`src/rtl/t0_fetch_pkg.sv`:
```
// Shared types and the opcode length decode for the t0 byte-serial fetch engine.
package t0_fetch_pkg;

    typedef enum logic [1:0] {
        IDLE,
        PAYLOAD,
        HOLD
    } fetch_state_t;

    // Bit6 selects a payload; the length field sits just below it, MSB-aligned at bit5.
    function automatic logic [4:0] payload_len(input logic [7:0] instr, input int unsigned len_w);
        logic [5:0] field;
        field = (instr[5:0] >> (6 - len_w)) & 6'((1 << len_w) - 1);
        if (!instr[6]) begin
            return 5'd0;
        end
        return 5'(field) + 5'd1;
    endfunction

endpackage

```
`src/rtl/fetch_queue.sv`:
```
// Shift-register FIFO of assembled instructions; the head always sits in slot 0 so it is a flop.
module fetch_queue #(
    parameter int unsigned DEPTH = 2,
    parameter type entry_t = logic [7:0]
) (
    input  logic                         clk,
    input  logic                         reset,
    input  logic                         flush,
    input  logic                         push,
    input  logic                         pop,
    input  entry_t                       push_data,
    output entry_t                       head,
    output logic                         full,
    output logic                         empty,
    output logic [$clog2(DEPTH+1)-1:0]   count
);

    localparam int unsigned CNT_W = $clog2(DEPTH + 1);

    entry_t             mem_q [DEPTH];
    entry_t             mem_d [DEPTH];
    logic [CNT_W-1:0]   count_q;
    logic [CNT_W-1:0]   count_d;
    logic [CNT_W-1:0]   wr_ptr;
    logic               do_push;
    logic               do_pop;

    always_comb begin
        mem_d   = mem_q;
        count_d = count_q;
        do_pop  = pop & (count_q != '0);
        do_push = push & ((count_q != CNT_W'(DEPTH)) | do_pop);
        wr_ptr  = do_pop ? count_q - CNT_W'(1) : count_q;
        if (flush) begin
            count_d = '0;
        end else begin
            if (do_pop) begin
                for (int i = 0; i < int'(DEPTH) - 1; i++) begin
                    mem_d[i] = mem_q[i+1];
                end
            end
            if (do_push) begin
                for (int i = 0; i < int'(DEPTH); i++) begin
                    if (CNT_W'(i) == wr_ptr) begin
                        mem_d[i] = push_data;
                    end
                end
            end
            count_d = count_q + CNT_W'(do_push) - CNT_W'(do_pop);
        end
    end

    always_ff @(posedge clk or posedge reset) begin
        if (reset) begin
            count_q <= '0;
            for (int i = 0; i < int'(DEPTH); i++) begin
                mem_q[i] <= '0;
            end
        end else begin
            count_q <= count_d;
            mem_q   <= mem_d;
        end
    end

    assign head  = mem_q[0];
    assign full  = (count_q == CNT_W'(DEPTH));
    assign empty = (count_q == '0);
    assign count = count_q;

endmodule

```
`src/rtl/fetch_stream.sv`:
```
// Byte-serial instruction fetch: assembles opcode + payload bytes and queues whole instructions.
module fetch_stream
    import t0_fetch_pkg::*;
#(
    parameter int unsigned BYTE_W    = 8,
    parameter int unsigned MAX_BYTES = 4,
    parameter int unsigned DEPTH     = 2,
    parameter int unsigned EDGE_MODE = 0
) (
    input  logic                              clk,
    input  logic                              reset,
    input  logic                              flush,
    input  logic                              byte_valid,
    input  logic [BYTE_W-1:0]                 byte_data,
    output logic                              byte_ready,
    output logic                              out_valid,
    input  logic                              out_ready,
    output logic [BYTE_W-1:0]                 out_instr,
    output logic [$clog2(MAX_BYTES):0]        out_len,
    output logic [MAX_BYTES*BYTE_W-1:0]       out_payload,
    output logic [$clog2(DEPTH+1)-1:0]        out_count,
    output logic                              overrun
);

    localparam int unsigned LEN_W = $clog2(MAX_BYTES);

    typedef struct packed {
        logic [BYTE_W-1:0]                     instr;
        logic [LEN_W:0]                        len;
        logic [0:MAX_BYTES-1][BYTE_W-1:0]      payload;
    } fetch_entry_t;

    fetch_state_t   state_q, state_d;
    logic [LEN_W-1:0] idx_q, idx_d;
    fetch_entry_t   asm_q, asm_d;
    logic           valid_prev_q, valid_prev_d;
    logic           overrun_q, overrun_d;

    fetch_entry_t   done_entry;
    fetch_entry_t   push_entry;
    fetch_entry_t   q_head;
    logic [LEN_W:0] opc_len;
    logic           rise, accept, pop, push, complete, can_push;
    logic           q_full, q_empty;

    always_comb begin
        state_d      = state_q;
        idx_d        = idx_q;
        asm_d        = asm_q;
        overrun_d    = overrun_q;
        valid_prev_d = byte_valid;
        done_entry   = asm_q;
        push_entry   = asm_q;
        push         = 1'b0;
        complete     = 1'b0;

        rise       = byte_valid & ~valid_prev_q;
        byte_ready = (state_q != HOLD) & ~flush;
        accept     = byte_ready & ((EDGE_MODE != 0) ? rise : byte_valid);
        out_valid  = ~q_empty & ~flush;
        pop        = out_valid & out_ready;
        can_push   = ~q_full | pop;
        opc_len    = (LEN_W+1)'(payload_len(byte_data[7:0], LEN_W));

        case (state_q)
            IDLE: begin
                if (accept) begin
                    if (opc_len == '0) begin
                        complete         = 1'b1;
                        done_entry       = '0;
                        done_entry.instr = byte_data;
                    end else begin
                        asm_d       = '0;
                        asm_d.instr = byte_data;
                        asm_d.len   = opc_len;
                        idx_d       = '0;
                        state_d     = PAYLOAD;
                    end
                end
            end
            PAYLOAD: begin
                if (accept) begin
                    done_entry                = asm_q;
                    done_entry.payload[idx_q] = byte_data;
                    if ((LEN_W+1)'(idx_q) == asm_q.len - (LEN_W+1)'(1)) begin
                        complete = 1'b1;
                    end else begin
                        asm_d = done_entry;
                        idx_d = idx_q + LEN_W'(1);
                    end
                end
            end
            HOLD: begin
                if (can_push) begin
                    push    = 1'b1;
                    state_d = IDLE;
                end
            end
            default: state_d = IDLE;
        endcase

        // A finished instruction either enters the queue now or parks in HOLD.
        if (complete) begin
            if (can_push) begin
                push       = 1'b1;
                push_entry = done_entry;
                state_d    = IDLE;
            end else begin
                asm_d   = done_entry;
                state_d = HOLD;
            end
        end

        if ((EDGE_MODE != 0) && rise && !byte_ready) begin
            overrun_d = 1'b1;
        end

        if (flush) begin
            state_d   = IDLE;
            idx_d     = '0;
            push      = 1'b0;
            overrun_d = 1'b0;
        end
    end

    always_ff @(posedge clk or posedge reset) begin
        if (reset) begin
            state_q      <= IDLE;
            idx_q        <= '0;
            asm_q        <= '0;
            valid_prev_q <= 1'b0;
            overrun_q    <= 1'b0;
        end else begin
            state_q      <= state_d;
            idx_q        <= idx_d;
            asm_q        <= asm_d;
            valid_prev_q <= valid_prev_d;
            overrun_q    <= overrun_d;
        end
    end

    fetch_queue #(
        .DEPTH   (DEPTH),
        .entry_t (fetch_entry_t)
    ) u_queue (
        .clk       (clk),
        .reset     (reset),
        .flush     (flush),
        .push      (push),
        .pop       (pop),
        .push_data (push_entry),
        .head      (q_head),
        .full      (q_full),
        .empty     (q_empty),
        .count     (out_count)
    );

    assign out_instr   = q_head.instr;
    assign out_len     = q_head.len;
    assign out_payload = q_head.payload;
    assign overrun     = overrun_q;

endmodule

```
`config.mk`:
```
export PLATFORM = sky130hd
export DESIGN_NAME = fetch_stream
export DESIGN_NICKNAME = d
export VERILOG_FILES = /design/src/rtl/t0_fetch_pkg.sv /design/src/rtl/fetch_queue.sv /design/src/rtl/fetch_stream.sv
export SDC_FILE = /design/constraint.sdc
export NUM_CORES = 1
export LEC_CHECK = 0
export ABC_AREA = 1
export CORE_MARGIN = 3
export CORE_UTILIZATION = 35
export CTS_CLUSTER_DIAMETER = 100
export CTS_CLUSTER_SIZE = 28
export DETAILED_ROUTE_END_ITERATION = 8
export PLACE_DENSITY = 0.64
export SKIP_CTS_REPAIR_TIMING = 1
export SYNTH_ARGS = -nofsm -noshare
export SYNTH_HDL_FRONTEND = slang
export SYNTH_SLANG_ARGS = --single-unit
```
`constraint.sdc`:
```
create_clock -name clk -period 11.09 [get_ports clk]
set_clock_uncertainty 0.15 [all_clocks]
set_input_delay 1.109 -clock clk [delete_from_list [all_inputs] [get_ports clk]]
set_output_delay 1.109 -clock clk [all_outputs]
set_load 0.01 [all_outputs]
```
# Yosys cells after proc, flatten, opt, wreduce, memory -nomap -nowiden
# Cells that the tools add are included.
# totals
ram_bits,0
latchBits,0
reg_bits,135
inputBits,13
n_memories,0
wordCells,112
romBits,0
# classes
n_bitwise,12
muxes,46
div_mod_pow,0
n_addsub,6
order_cmp,2
n_eq_ne,15
mul,0
shifts,0
reduce_logical,10
# op_table
operator,count
43-bit 2-to-1 mux,11
43-bit case mux with 2 select lines,2
32-bit 2-to-1 mux,3
86-bit 2-to-1 mux,1
32-bit bitwise mux,1
2-bit 2-to-1 mux,13
8-bit demux with 2-bit select,1
3-bit != test (second input constant),5
4-bit != test (second input constant),3
1-bit 2-to-1 mux,9
8-bit 2-to-1 mux,1
1-bit AND,6
2-bit zero test,3
2-bit case mux with 3 select lines,1
5-bit AND reduction,1
2-bit == test (second input constant),2
2-bit != test (second input constant),2
2-bit case mux with 2 select lines,1
4-bit AND reduction,1
2-bit by 1-bit adder with 3-bit output (second input constant),1
2-bit by 3-bit == test with 1-bit output,1
3-bit greater-or-equal comparator (second input constant),1
3-bit zero test,1
3-bit by 1-bit less-than comparator with 1-bit output (second input constant),1
16 further kinds,19

# Longest topological paths before layout
# Gate-level depths: netlist (run 1).
# logic_depth
ltp_word,14
depth_mapped,16
depth_no_buf,14

# Modules after synthesis
# Synthesis (run 1) repeated with hierarchy kept, for this count alone.
# unflattened
cells_unflattened,1643
hier_area_um2,10232.3
# by_module_without_submodules
module,area_per_inst_um2,instances,cells_per_inst
fetch_stream,5143.7,1,924
fetch_queue,5088.6,1,719

# Worst setup path before layout (run 1)
# No wires, ideal clock.
# synth_path
kind,input-to-reg
start,input flush
end,"register u_queue.mem_q, in the netlist u_queue.head[16]"
n_path_buf,4
cell_stages,13
required_ps,10821
arrival_ps,2944
slack_ps,7877
cell_sequence,nor2_2 > nand2_1 > buf_6 > inv_1 > clkbuf_1 > ha_1 > inv_1 > nor2_4 > nand3_2 > inv_2 > buf_6 > buf_4 > o21a_1
# synth_between
elab_chain_cells,11
# synth_lines
element,line_no,rtl
start: declaration,fetch_stream.sv:12,"input logic flush,"
1-bit inverter (no line),--,
1-bit AND,fetch_stream.sv:60,out_valid = ~q_empty & ~flush;
1-bit AND,fetch_stream.sv:61,pop = out_valid & out_ready;
1-bit bitwise OR,fetch_stream.sv:62,can_push = ~q_full | pop;
1-bit 2-to-1 mux,fetch_stream.sv:94,if (can_push) begin
1-bit 2-to-1 mux,fetch_stream.sv:65,case (state_q)
1-bit 2-to-1 mux,fetch_stream.sv:104,if (can_push) begin
1-bit 2-to-1 mux,fetch_stream.sv:103,if (complete) begin
1-bit 2-to-1 mux,fetch_stream.sv:118,if (flush) begin
1-bit AND,fetch_queue.sv:32,do_push = push & ((count_q != CNT_W'(DEPTH)) | do_pop);
86-bit 2-to-1 mux,fetch_queue.sv:42,if (do_push) begin
end signal: assignment,fetch_queue.sv:61,mem_q <= mem_d;
end: declaration,fetch_queue.sv:20,entry_t mem_q [DEPTH];
# Several ways; a longest one is shown, not always the timed one.
# A chain may end at the register's enable or synchronous reset.

# Worst setup path after layout (run 1)
# layout_path
start,input flush
end,"register u_queue.mem_q, in the netlist u_queue.head[24]"
# Same word-level chain as after synthesis.

==> qor.tcl, run 1 <==
set qor(via_count) 8300
set qor(yosys.cell_types.count) 41
set qor(regArea_mm2) 0.00338
set qor(fmaxAchievable_mhz) 208
set qor(floorplan.core_area_mm2) 0.0246
set qor(slowest_stage) {inv_2}
set qor(grt_first_pass_wirelength_mm) 40.9
set qor(path_cells) {clkdlybuf4s50_1, nor2_2, nand2_2, buf_4, inv_1, ha_1, inv_1, nor2_4, nand3_2, inv_2, nand2_1, and2_1}
set qor(synthFlopType) {dfrtp_1}
set qor(htree_levels) 4
set qor(report.final.hold_viol_count) 0
set qor(drc_violations_left) 0
set qor(max-slew-margin-rel) 0.374
set qor(report.final.slew_viol_count) 0
set qor(status) {completed}
set qor(min_period_over_period) 0.434
set qor(numPortBuffers) 59
set qor(synthesis.instances) 1290
set qor(first_global_vias) 7616
set qor(vdd_ir_drop_max_mv) 0.120
set qor(power.leakage_nw) 5.05
set qor(die_w_um) 165
set qor(drt_iter0_markers) 840
set qor(avgViaCountPerCell) 5.21
set qor(ant_nets) 0
set qor(critical_path.startpoint_type) {input port}
set qor(clock_tree_from_tritoncts) {yes}
set qor(cts-root-to-sink-buffers) 2
set qor(max_cap_viol_count) 0
set qor(die_height_um) 165
set qor(rows) 57
set qor(cpPeakStageDelay_ps) 800
set qor(dpl_worst_slack_ps) 5830
set qor(antenna_cells_inserted) 0
set qor(number_of_synthesized_register_bits) 135
set qor(setup_repair_after_global_routing_missed_its_margin) {no}
set qor(dieArea_mm2) 0.0273
set qor(nets) 1279
set qor(antenna_found_initial) 0
set qor(post-dp-hpwl_mm) 16.4
set qor(critical_path_arrival_ps) 4990
set qor(worstHoldPathType) {flop to flop}
set qor(cts.root.buffer_cell) {clkbuf_16}
set qor(crit_path_frequent_cell) {inv_1}
set qor(drive_gt1_frac) 0.0536
set qor(filler_cell_count) 2494
set qor(timing.critical_path.fanout_max) 47
set qor(power_per_cell_area_mw_per_mm2) 220
set qor(timing.final.crit_period_ps) 4820
set qor(synth-edff-count) 0
set qor(synth_nets) 1313
set qor(route.final.wire_length_mm) 24.9
set qor(synth_area_per_cell_um2) 6.88
set qor(grt_start_max_net_pins) 73
set qor(post-synth-top-area-cell) {dfrtp_1}
set qor(routabilityCongestion) 0.854
set qor(actual_slew_at_the_worst_max_slew_pin_ps) 939
set qor(netlist.area_leader.share) 0.381
set qor(detailedRoute.firstPassIterationCount) 6
set qor(grt_use_total) 0.188
set qor(initial_cell_density_of_the_core) 0.361
set qor(clock-sinks) 135
set qor(grt_remaining_overflow) 0
set qor(minimum_setup_slack_in_the_final_design_ps) 6270
set qor(yosys_warnings) 0
set qor(kind_of_critical_path) {input port to flop}
set qor(ys_seq_area_frac) 0.381
set qor(wl_per_cell_um) 15.6
set qor(area_used_by_multi_input_combinational_logic_mm2) 0.00444
set qor(synthesis.area_mm2) 0.00888
set qor(fin_setup_tns_ps) 0
set qor(path_clk_slew_ps) 60
set qor(data_required_time_of_the_critical_path_ps) 11260
set qor(cts_made_buffers) 17
set qor(syn_to_final_growth_pct) 11.5
set qor(synth.top_cells.by_area) {dfrtp_1 38%, nand2_1 19%, o21ai_0 6.2%}
set qor(r2r_setup_slack_ps) 6920
set qor(num_io_pins) 61
set qor(setup-violations-final) 0
set qor(clk_latency_ps) 430
set qor(end_kind) {flop}
set qor(synth_async_sr_flop_share) 1.00
-- metrics by stage --
step                utilization  instances  hold slack (ps)  total power, mW  instance area [um^2]
floorplan                     -       1290              291             1.34                  8880
global placement          0.375       1561              307             1.52                  9240
detailed placement        0.375       1561              308             1.53                  9240
CTS                       0.402       1592              322             2.19                  9900
global route              0.402       1592              342             2.33                  9900
finish                    0.402       1592              323             2.18                  9900
-- placed cells by master, fill, tap and decap left out, drive strengths merged, types with 14 or more instances in the layout --
| cell | Yosys | layout |
|---|---|---|
| o22ai | 22 | 22 |
| a21oi | 33 | 33 |
| inv | 94 | 96 |
| dfrtp | 135 | 135 |
| clkdlybuf4s50 | 0 | 59 |
| nand3 | 101 | 101 |
| nor2 | 86 | 86 |
| o21a | 18 | 18 |
| o21ai | 158 | 158 |
| mux2i | 14 | 14 |
| clkbuf | 35 | 19 |
| nand2 | 448 | 448 |
-- cell usage after synthesis, drive strengths merged (2+ instances only) --
cell type,n
nand2,448
o21ai,158
dfrtp,135
nand3,101
inv,94
nor2,86
buf,84
clkbuf,35
a21oi,33
o22ai,22
o21a,18
mux2i,14
a31oi,13
ha,10
nor3,10
nand4,9
and2,4
o211ai,4
a21boi,3
xnor2,2
-- critical path: cells and delay by family --
kind                     cells  cell delay [ps]
adder cells (fa/ha/maj)      1              320
AND/OR/NAND/NOR              6             1470
buffers and inverters        5             2080
-- where the power goes --
part	total [mW]	leakage, nW	internal, mW	switching (mW)
Clock	0.653	0.320	0.427	0.226
Combinational	0.741	3.00	0.333	0.408
Sequential	0.784	1.72	0.660	0.124
-- worst paths after layout --
kind                                   startpoint                 to  cells after the start
worst min-delay path            u_queue.mem_q[12]  u_queue.mem_q[12]                      2
max in group asynchronous                   reset   u_queue.head[42]                      3
worst max-delay path                        flush   u_queue.head[24]                     12
min in group asynchronous                   reset    u_queue.head[9]                      2
worst min register to register  u_queue.mem_q[12]  u_queue.mem_q[12]                      2
worst max register to register   u_queue.count[1]   u_queue.head[24]                     13
-- area by class of cell --
| class | instances | area share |
|---|---|---|
| Clock buffer | 19 | 0.0447 |
| Clock inverter | 12 | 0.0225 |
| Inverter | 95 | 0.0370 |
| Multi-Input combinational cell | 941 | 0.449 |
| Sequential cell | 135 | 0.341 |
| Tap cell | 324 | 0.0409 |
| Timing Repair Buffer | 66 | 0.0650 |
-- routing by layer --
layer  track usage  wire length [um]  vias up
li1              -                 -     4081
met3        0.0334              1790       37
met2         0.280             10800      324
met4        0.0728               529        0
met1         0.272             11700     3858
met5             0                 0        -
-- state kept, by name, indices dropped and copies added, names as in the netlist --
| name | cells |
|---|---|
| asm_q | 43 |
| u_queue.head | 43 |
| u_queue.mem_q | 43 |
| idx_q | 2 |
| state_q | 2 |
| u_queue.count | 2 |
-- kinds of logic after synthesis --
logic type | after synthesis | synth area share
mux | 14 | 0.0158
xor+xnor | 3 | 0.00296
flops | 135 | 0.381
simple gates | 659 | 0.310
other cells | 1 | 0.000422
fa+ha+maj | 10 | 0.0141
compound gates | 254 | 0.157
buf+inv | 214 | 0.119
(Power assumes the default switching activity.)
==> run 2, diff against run 1 <==
Settings changed: PLACE_DENSITY 0.64 to 0.66.
Clock period 11.09 ns to 4.3 ns, I/O delays scaled along.
==> run 2 against run 1 <==
  * Combinational power grew to 2.6 times the previous value
  * Critical path type is now flop to flop
  * Power increased by 150%
  * Global-route usage barely moved
  * Clock power grew 120%
  * Critical path depth fell by 1
  * Via count increased by 0.12%
  * Sequential cell count unchanged
  * First-iteration DRC count grew 15%
  * Worst hold slack barely moved
  * Sequential power grew to 2.6 times the previous value
==> qor.tcl, run 2 (synthesized netlist as in run 1, its figures left out) <==
set qor(nets) 1297
set qor(syn_to_final_growth_pct) 12.1
set qor(die_height_um) 165
set qor(drc_violations_left) 0
set qor(clock_tree_from_tritoncts) {yes}
set qor(antenna_found_initial) 0
set qor(filler_cell_count) 2552
set qor(critical_path_arrival_ps) 3260
set qor(power_per_cell_area_mw_per_mm2) 543
set qor(drive_gt1_frac) 0.0653
set qor(first_global_vias) 7592
set qor(rows) 57
set qor(fin_setup_tns_ps) 0
set qor(worstHoldPathType) {flop to flop}
set qor(grt_first_pass_wirelength_mm) 40.7
set qor(fmaxAchievable_mhz) 324
set qor(finalCoreUtilization) 0.404
set qor(post-dp-hpwl_mm) 17.2
set qor(floorplan.core_area_mm2) 0.0246
set qor(report.final.hold_viol_count) 0
set qor(num_io_pins) 61
set qor(layout_commonest_cell) {nand2_1}
set qor(status) {completed}
set qor(kind_of_critical_path) {flop to flop}
set qor(actual_slew_at_the_worst_max_slew_pin_ps) 706
set qor(wl_per_cell_um) 15.6
set qor(path_clk_slew_ps) 60
set qor(cts.root.buffer_cell) {clkbuf_16}
set qor(critical_path.startpoint_type) {flop}
set qor(power.leakage_nw) 5.10
set qor(route.final.wire_length_mm) 25.1
set qor(antenna_cells_inserted) 0
set qor(r2r_setup_slack_ps) 1210
set qor(total_power_mw) 5.40
set qor(setup_repair_after_global_routing_missed_its_margin) {no}
set qor(min_period_over_period) 0.718
set qor(grt_use_total) 0.188
set qor(ant_nets) 0
set qor(vdd_ir_drop_max_mv) 0.315
set qor(final_cell_area_mm2) 0.00995
set qor(die_w_um) 165
set qor(cts_made_buffers) 17
set qor(stdcell_count) 1610
set qor(dp_cells) 1579
set qor(setup-violations-final) 0
set qor(routabilityCongestion) 0.872
set qor(data_required_time_of_the_critical_path_ps) 4470
set qor(max-slew-margin-rel) 0.529
set qor(clk_latency_ps) 430
set qor(timing.final.crit_period_ps) 3090
set qor(max_cap_viol_count) 0
set qor(dieArea_mm2) 0.0273
set qor(avgViaCountPerCell) 5.16
set qor(drt_iter0_markers) 964
set qor(end_kind) {flop}
set qor(numPortBuffers) 59
set qor(post_dp_cell_area_mm2) 0.00938
set qor(via_count) 8310
set qor(layout.cells.most_common_list) {439 x nand2_1, 135 x dfrtp_1, 110 x o21ai_0}
set qor(timing.critical_path.fanout_max) 44
set qor(grt_remaining_overflow) 0
set qor(initial_cell_density_of_the_core) 0.361
set qor(report.final.slew_viol_count) 0
set qor(htree_levels) 4
set qor(cts-root-to-sink-buffers) 2
set qor(detailedRoute.firstPassIterationCount) 5
set qor(clock-sinks) 135
set qor(grt_start_max_net_pins) 75
==> run 2: cell types whose count changed in the layout (fill, tap and decap cells not counted), sizes merged <==
cell and change:
buf +18, clkinv +4, inv -2, clkinvlp -1
bufinv -4, clkbuf +3
==> run 2: final timing paths <==
check	from	to	cells past startpoint
worst max-delay path	state_q[1]	u_queue.head[31]	11
worst min-delay path	u_queue.mem_q[4]	u_queue.mem_q[4]	2
worst max register to register	state_q[1]	u_queue.head[31]	11
worst min register to register	u_queue.mem_q[4]	u_queue.mem_q[4]	2
max in group asynchronous	reset	u_queue.head[39]	3
min in group asynchronous	reset	u_queue.head[22]	2
==> run 2: cell type report <==
type	instances	area (um^2)	share of cell area
multi-input combinational	941	4440	0.446
sequential	135	3380	0.340
timing repair buffer	84	791	0.0795
clock buffer	22	464	0.0467
tap	324	405	0.0407
inverter	95	367	0.0369
clock inverter	9	101	0.0102
==> run 2: report_power, final <==
group	leakage (nW)	internal, mW	total (mW)	switching (mW)
clock	0.279	0.876	1.44	0.564
combinational	3.10	0.877	1.94	1.06
sequential	1.72	1.70	2.02	0.318
total	5.10	3.46	5.40	1.94
==> run 2: metrics by stage <==
step	setup WS, ps	hold WS (ps)
final	1210	324
after global routing	1030	341
after CTS	1250	325
after detailed placement	880	311
after global placement	903	307
after floorplan	109	291
==> run 2: worst max-delay path: stages, from the launching register on <==
cell and delay (ps):
dfrtp_1 400, buf_4 310, nand2_2 200, nand3_4 190, inv_4 180, nand2_1 370
buf_4 360, nand3_1 100, nand3_1 100, o21ai_1 380, nand2_1 90, o21a_1 120
==> run 2: routing by layer <==
metal / track usage / wire length (um)
met1: 0.267 / 11900
met2: 0.283 / 11000
met3: 0.0404 / 1830
met4: 0.0640 / 400
met5: 0 / 0
==> run 3, diff against run 2 <==
Settings changed: PLACE_DENSITY 0.66 to 0.64.
Clock period 4.3 ns to 3.05 ns, I/O delays scaled along.
==> run 3 against run 2 <==
  * Via count grew 0.95%
  * Critical endpoint is now u_queue.head[20]
  * Final area grew 2.2%
  * Core utilization grew 0.88 points
  * Critical path type unchanged
  * Count of clock-buffer cells in the layout shrank 1
  * Sequential cell count is the same
  * Combinational power grew 44%
  * Die area is the same
  * Global-route usage grew 0.060 points
  * Sequential power grew 41%
  * Highest routed layer unchanged
  * Largest power group unchanged
  * Setup slack lost 770 ps
==> qor.tcl, run 3 (synthesized netlist as in run 1, its figures left out) <==
set qor(cts_made_buffers) 17
set qor(cts-root-to-sink-buffers) 2
set qor(grt_first_pass_wirelength_mm) 41.3
set qor(htree_levels) 4
set qor(clock-sinks) 135
set qor(worstHoldPathType) {input port to async pin}
set qor(filler_cell_count) 2543
set qor(numPortBuffers) 59
set qor(antenna_found_initial) 0
set qor(crit_path_start) {idx_q[1]}
set qor(critical_path.startpoint_type) {flop}
set qor(gr-max-usage-layer) {met2}
set qor(finalCoreUtilization) 0.413
set qor(cpPeakStageDelay_ps) 420
set qor(data_required_time_of_the_critical_path_ps) 3210
set qor(layout_commonest_cell) {nand2_1}
set qor(die_height_um) 165
set qor(timing.critical_path.fanout_max) 10
set qor(end_kind) {flop}
set qor(fmaxAchievable_mhz) 383
set qor(wl_per_cell_um) 15.4
set qor(grt.met2_usage) 0.281
set qor(initial_cell_density_of_the_core) 0.361
set qor(drive_gt1_frac) 0.0768
set qor(grt_use_total) 0.189
set qor(die_w_um) 165
set qor(use_met1) 0.277
set qor(power_report.internal_total_mw) 5.08
set qor(dieArea_mm2) 0.0273
set qor(dpl_worst_slack_ps) 167
set qor(report.final.hold_viol_count) 0
set qor(rows) 57
set qor(p_comb_frac) 0.356
set qor(minimum_setup_slack_in_the_final_design_ps) 441
set qor(drc_violations_left) 0
set qor(max_cap_viol_count) 0
set qor(grt_start_max_net_pins) 136
set qor(timing.rr.end) {u_queue.head[20]}
set qor(fin_setup_tns_ps) 0
set qor(syn_to_final_growth_pct) 14.5
set qor(use_met3) 0.0317
set qor(post-dp-hpwl_mm) 16.9
set qor(dp_cells) 1594
set qor(detailedRoute.firstPassIterationCount) 5
set qor(crit_buf_inv) 2
set qor(total_power_mw) 7.85
set qor(clk_latency_ps) 430
set qor(drt_iter0_markers) 953
set qor(status) {completed}
set qor(slowest_stage) {ha_1}
set qor(worstReg2RegStart) {idx_q[1]}
set qor(avgViaCountPerCell) 5.16
set qor(timing.reg2reg.worst_path_depth) 10
set qor(routabilityCongestion) 0.840
set qor(post_dp_cell_area_mm2) 0.00954
set qor(power_switching_share) 0.353
set qor(kind_of_critical_path) {flop to flop}
set qor(critical_path_arrival_ps) 2770
set qor(r2r_setup_slack_ps) 440
set qor(power_switching_mw) 2.77
set qor(antenna_cells_inserted) 0
set qor(nets) 1312
set qor(hold-worst-slack_ps) 305
set qor(first_global_vias) 7654
set qor(actual_slew_at_the_worst_max_slew_pin_ps) 742
set qor(vdd_ir_drop_max_mv) 0.412
set qor(path_clk_slew_ps) 60
set qor(cp-endpoint) {u_queue.head[20]}
set qor(sequentialPowerShare) 0.362
set qor(max-slew-margin-rel) 0.505
set qor(report.final.slew_viol_count) 0
set qor(clock_tree_from_tritoncts) {yes}
set qor(clock_power_share) 0.281
set qor(path_cells) {inv_1, ha_1, inv_1, nor2_1, o21ai_0, nand2_1, nand3_1, o21ai_0, nand2_1, o21a_1}
set qor(layout.cells.most_common_list) {439 x nand2_1, 135 x dfrtp_1, 110 x o21ai_0}
set qor(setup-violations-final) 0
set qor(power.leakage_nw) 5.21
set qor(timing.final.crit_period_ps) 2610
set qor(floorplan.core_area_mm2) 0.0246
set qor(path_delay_family) {simple AND/OR/NAND/NOR gates}
set qor(grt_remaining_overflow) 0
set qor(min_period_over_period) 0.855
set qor(route.final.wire_length_mm) 25.1
set qor(setup_repair_after_global_routing_missed_its_margin) {no}
set qor(via_count) 8389
set qor(final_cell_area_mm2) 0.0102
set qor(cts.root.buffer_cell) {clkbuf_16}
set qor(cp_num_cells) 10
set qor(power_per_cell_area_mw_per_mm2) 772
set qor(num_io_pins) 61
set qor(ant_nets) 0
set qor(stdcell_count) 1626
run 3: cell types whose count changed in the layout (fill, tap and decap cells not counted):
cell	change
clkbuf_8	-1
bufinv_16	+2
clkinv_2	-3
inv_6	+1
clkinvlp_4	+2
buf_4	+11
buf_12	+4
run 3: layout make-up:
type                            count  area, um^2  share of cell area
Clock buffer                       21         450              0.0443
Clock inverter                     11         171              0.0169
Inverter                           95         365              0.0359
Multi-Input combinational cell    941        4440               0.437
Sequential cell                   135        3380               0.332
Tap cell                          324         405              0.0399
Timing Repair Buffer               99         953              0.0938
run 3: worst min path at each step:
stage | from | to | slack [ps] | depth (start not counted)
floorplan | flush | u_queue.count[0] | 220 | 1
detailed placement | u_queue.mem_q[13] | u_queue.mem_q[13] | 310 | 2
CTS | u_queue.mem_q[35] | u_queue.mem_q[35] | 330 | 2
global route | u_queue.mem_q[13] | u_queue.mem_q[13] | 340 | 2
finish | reset | u_queue.count[0] | 310 | 3
global placement | u_queue.mem_q[11] | u_queue.mem_q[11] | 300 | 2
run 3: routing by layer:
metal | part of all wire | vias to the layer above
li1 | - | 4152
met5 | 0 | -
met1 | 0.47 | 3892
met2 | 0.44 | 304
met3 | 0.069 | 41
met4 | 0.020 | 0
run 3: power by group through the flow:
stage / combinational, mW / sequential (mW) / clock [mW]
finish: 2.80 / 2.84 / 2.21
global route: 3.14 / 2.93 / 2.33
CTS: 2.80 / 2.85 / 2.25
detailed placement: 2.78 / 2.87 / 0
global placement: 2.74 / 2.85 / 0
floorplan: 2.12 / 2.75 / 0
run 3: worst min-delay path, delay by kind of cell:
family / cells / cell delay, ps
buf+inv: 3 / 1070
